## config.mk

```make
export PLATFORM = sky130hd
export DESIGN_NAME = mux_pipelined
export DESIGN_NICKNAME = d
export VERILOG_FILES = /design/src/rtl/common_pkg.sv /design/src/rtl/mux.sv /design/src/rtl/mux_pipe_stage.sv /design/src/rtl/mux_pipelined.sv
export SDC_FILE = /design/constraint.sdc
export NUM_CORES = 1
export LEC_CHECK = 0
export BUFFER_PORTS_ARGS = -buffer_cell sky130_fd_sc_hd__buf_2
export CELL_PAD_IN_SITES_DETAIL_PLACEMENT = 0
export CELL_PAD_IN_SITES_GLOBAL_PLACEMENT = 1
export CORE_UTILIZATION = 42
export CTS_BUF_LIST = sky130_fd_sc_hd__clkbuf_8 sky130_fd_sc_hd__clkbuf_16
export CTS_CLUSTER_DIAMETER = 120
export DETAILED_ROUTE_END_ITERATION = 10
export GPL_TIMING_DRIVEN = 1
export PLACE_DENSITY_LB_ADDON = 0.25
export SLEW_MARGIN = 25
export SYNTH_ARGS = -nofsm -noshare
export SYNTH_HDL_FRONTEND = slang
export SYNTH_HIERARCHICAL = 1
export SYNTH_SLANG_ARGS = --single-unit
```

## constraint.sdc

```tcl
create_clock -name clk -period 1.7 [get_ports clk]
set_input_delay 0.34 -clock clk [delete_from_list [all_inputs] [get_ports clk]]
set_output_delay 0.34 -clock clk [all_outputs]
set_load 0.02 [all_outputs]
```

## src/rtl/common_pkg.sv

```systemverilog
// Shared datapath constants and helpers for the mux/NoC blocks.
package common_pkg;

    localparam int DEFAULT_D_W = 32;

    // Number of radix-ary levels needed to cover n leaves, never less than 1.
    function automatic int clog_radix(input int n, input int radix);
        int lv;
        longint span;
        lv = 0;
        span = 1;
        if (radix < 2) return 1;
        while (span < longint'(n)) begin
            span = span * radix;
            lv++;
        end
        if (lv < 1) lv = 1;
        return lv;
    endfunction

endpackage

```

## src/rtl/mux.sv

```systemverilog
// Generic combinational N:1 word mux; out-of-range select yields zero.
module mux #(
    parameter int N = 2,
    parameter int W = 8
) (
    input  logic [N-1:0][W-1:0]     i,
    input  logic [$clog2(N)-1:0]    s,
    output logic [W-1:0]            o
);

    always_comb begin
        o = '0;
        for (int k = 0; k < N; k++) begin
            if (int'(s) == k) o = i[k];
        end
    end

endmodule

```

## src/rtl/mux_pipe_stage.sv

```systemverilog
// One valid/ready register slice carrying data and select.
module mux_pipe_stage #(
    parameter int W  = 8,
    parameter int SW = 2
) (
    input  logic          clk,
    input  logic          rst,
    input  logic          up_valid,
    input  logic [W-1:0]  up_data,
    input  logic [SW-1:0] up_sel,
    output logic          up_ready,
    output logic          dn_valid,
    output logic [W-1:0]  dn_data,
    output logic [SW-1:0] dn_sel,
    input  logic          dn_ready
);

    logic v;

    // An empty slot, or one draining this cycle, can take a new word.
    assign up_ready = !v || dn_ready;
    assign dn_valid = v;

    always_ff @(posedge clk) begin
        if (rst) begin
            v <= 1'b0;
        end else if (up_ready) begin
            v <= up_valid;
        end
    end

    always_ff @(posedge clk) begin
        if (up_ready) begin
            dn_data <= up_data;
            dn_sel  <= up_sel;
        end
    end

endmodule

```

## src/rtl/mux_pipelined.sv

```systemverilog
// N:1 word mux as a radix-2/4 tree with valid/ready registers between levels.
module mux_pipelined
    import common_pkg::*;
#(
    parameter int N         = 3,
    parameter int W         = DEFAULT_D_W,
    parameter int RADIX     = 4,
    parameter int REG_EVERY = 1
) (
    input  logic                     clk,
    input  logic                     rst,
    input  logic [$clog2(N)-1:0]     s,
    input  logic [N-1:0][W-1:0]      i,
    input  logic                     i_valid,
    output logic                     i_ready,
    output logic [W-1:0]             o,
    output logic [$clog2(N)-1:0]     o_sel,
    output logic                     o_valid,
    input  logic                     o_ready
);

    localparam int L      = $clog2(N);
    localparam int LEVELS = clog_radix(N, RADIX);
    localparam int STAGES = (LEVELS + REG_EVERY - 1) / REG_EVERY;
    localparam int DB     = (RADIX == 4) ? 2 : 1;
    localparam int SW     = LEVELS * DB;
    localparam int NP     = RADIX ** LEVELS;

    if (RADIX != 2 && RADIX != 4) begin : g_bad_radix
        $error("mux_pipelined: RADIX must be 2 or 4");
    end

    logic [NP-1:0][W-1:0] sd [STAGES+1];
    logic [SW-1:0]        ss [STAGES+1];
    logic                 sv [STAGES+1];
    logic                 rdy [1:STAGES+1];

    // Leaves beyond N read as zero, so s >= N selects zero.
    assign sd[0] = (NP*W)'(i);
    assign ss[0] = SW'(s);
    assign sv[0] = i_valid;

    for (genvar k = 0; k < LEVELS; k++) begin : g_lvl
        localparam int G  = k / REG_EVERY;
        localparam int NG = NP / (RADIX ** (k + 1));

        logic [NP-1:0][W-1:0] li;
        logic [NP-1:0][W-1:0] lout;

        if (k % REG_EVERY == 0) begin : g_from_reg
            assign li = sd[G];
        end else begin : g_from_lvl
            assign li = g_lvl[k-1].lout;
        end

        for (genvar g = 0; g < NG; g++) begin : g_mux
            mux #(.N(RADIX), .W(W)) u_mux (
                .i (li[g*RADIX +: RADIX]),
                .s (ss[G][k*DB +: DB]),
                .o (lout[g])
            );
        end

        if (NG < NP) begin : g_pad
            assign lout[NP-1:NG] = '0;
        end

        if ((k % REG_EVERY == REG_EVERY - 1) || (k == LEVELS - 1)) begin : g_reg
            mux_pipe_stage #(.W(NP*W), .SW(SW)) u_stage (
                .clk      (clk),
                .rst      (rst),
                .up_valid (sv[G]),
                .up_data  (lout),
                .up_sel   (ss[G]),
                .up_ready (rdy[G+1]),
                .dn_valid (sv[G+1]),
                .dn_data  (sd[G+1]),
                .dn_sel   (ss[G+1]),
                .dn_ready (rdy[G+2])
            );
        end
    end

    assign rdy[STAGES+1] = o_ready;
    assign i_ready = rdy[1];

    // No output transfer may happen in a reset cycle.
    assign o_valid = sv[STAGES] && !rst;
    assign o       = sd[STAGES][0];
    assign o_sel   = ss[STAGES][L-1:0];

endmodule

```

==> results.md <==
* DR DRC count at 0
* Worst hold path type: primary input to register
* 1st-iter DRT viols at 33
* I/O Pins at 138
* Crit-path cells: nand2b_4 -> buf_2
* Worst skew pair latency at 0.28 ns
* Clk pin slew, worst setup/hold paths at 0.07 ns
* Placeable Area at 4350 sq um
* Starting Density at 43.6%
* Layout cells sized above 1 at 71.8%
* Clock tree from TritonCTS: yes
* Fmax at 759 MHz
* Status: finished clean
* Met3 WL at 387 um
* Routed WL at 4.24 mm
* Largest net degree at the start of global routing at 34
* Routed vias at 1469
* # diodes at 0
* Hold Buf Count CTS at 0
* Setup Skew at 0.00321 ns
* Met2 wire length at 2.27 mm
* Leading cell type in the layout, fill and taps excluded: buf_2
* GRT Residual Overflow at 0
* Post-CTS Setup Bufs at 0
* Slowest CP cell: dfxtp_1
* Die Area at 4790 sq um
* Nets at 353
* Metal-1 WL at 1.43 mm
* Final instance area at 2850 sq um
* First-pass GRT wire length at 6.95 mm
* Post-Synthesis Cell Area at 1900 sq um
* Required @ worst endpoint at 1.36 ns
* Wire per inst at 13.9 um
* Die X at 69.2 um
* Root cell of the clock tree: clkbuf_8
* P per Cell Area at 781 nW/um^2
* Crit share post-route at 77.5%
* Crit. End Element: output pin
* Vias in the first global route at 1510
* Period minus WS final at 1.32 ns
* Setup TNS at 0 ns
* # placed instances at 296
* Fin cells at 304
* Max-cap violations at 0
* CTS max path bufs at 2
* Startpoint Class: register
* Unrepaired setup endpoints after global routing: false
* Setup-failing EPs final at 0
* Htree depth at 2
* Max Used Layer: met4
* Hpwl dp at 3.40 mm
* Pre-antenna DRT Iters at 6
* GPL Wtd Cong at 0.734
* Overall routing resource usage at 19.4%
* Site Rows at 24
* ANT nets after route at 0
* Initial antenna violation count at 0
* Clock Sinks at 35
* Gate Count Post-Synth at 79
* DP Area at 2760 sq um
* Maximum vdd ir drop at 317 uV
* Setup Crit Path Kind: register to output pin
* Max Slew Vio Count at 0
* Chip height at 69.2 um
* TritonCTS buffer count at 5
* Ys Warns at 6
* Worst stage delay on the critical path at 0.37 ns
* Area delta synth->final at 50.1%
* Avg Synthesized Cell Area at 24.0 sq um
* WP data arrival at 0.98 ns
* Commonest cells after routing, fill and taps aside: buf_2, edfxtp_1, conb_1, mux4_2, clkbuf_8
* Port buffer count at 137
* P_leak at 0.00133 uW
* Crit-path max FO at 9
* Post_cts resized at 0
* Vias per cell at 4.83
* Final Hold Violating Endpoints at 0
* Tot Pwr at 2230 uW
==> sequential cells by signal, indices dropped and copies added (netlist names) <==
signal,cells
g_lvl.g_reg.u_stage/dn_data,32
g_lvl.g_reg.u_stage/dn_sel,2
g_lvl.g_reg.u_stage/dn_valid,1
==> path summary, 6_finish.rpt <==
check | start | end | cells past startpoint | slack (ns)
max | g_lvl[0].g_reg.u_stage/dn_valid$_SDFFE_PP0P_ | i_ready | 2 | 0.38
min | rst | g_lvl[0].g_reg.u_stage/dn_valid$_SDFFE_PP0P_ | 2 | 0.25
max reg2reg | g_lvl[0].g_reg.u_stage/dn_valid$_SDFFE_PP0P_ | g_lvl[0].g_reg.u_stage/dn_data[0]$_DFFE_PP_ | 2 | 0.68
min reg2reg | g_lvl[0].g_reg.u_stage/dn_valid$_SDFFE_PP0P_ | g_lvl[0].g_reg.u_stage/dn_data[1]$_DFFE_PP_ | 1 | 0.64
==> per-stage QoR <==
step                util (%)  hold slack (ns)  setup WS, ns
floorplan                  -            0.402         0.353
global placement        63.4            0.547         0.224
detailed placement      63.4            0.549         0.195
CTS                     65.5            0.244         0.367
global route            65.5            0.235         0.328
finish                  65.5            0.251         0.382
==> where the power goes <==
part           switching [uW]  leakage (uW)  internal, uW
logic                     265      0.000913           280
clock network             282     0.0000524           320
registers                20.9      0.000361          1060
==> final cells by class <==
class	instances	area [sq um]
Timing Repair Buffer	141	766
Clock inverter	2	8.76
Clock buffer	6	82.6
Sequential cell	35	1040
Tap cell	52	65.1
Multi-Input combinational cell	67	885
Inverter	1	3.75
Fill cell	345	1500
==> layer usage <==
metal | up-vias | GRT usage [%]
met5 | - | 0
met4 | 0 | 10.7
met3 | 15 | 6.40
met2 | 84 | 33.4
met1 | 696 | 21.1
li1 | 674 | -
==> critical path, delay by kind of cell (launching register included) <==
kind	cells	cell delay, ns
buf+inv	1	0.19
flops	1	0.37
simple gates	1	0.13
Note: power is estimated with default switching activity, not from simulation.
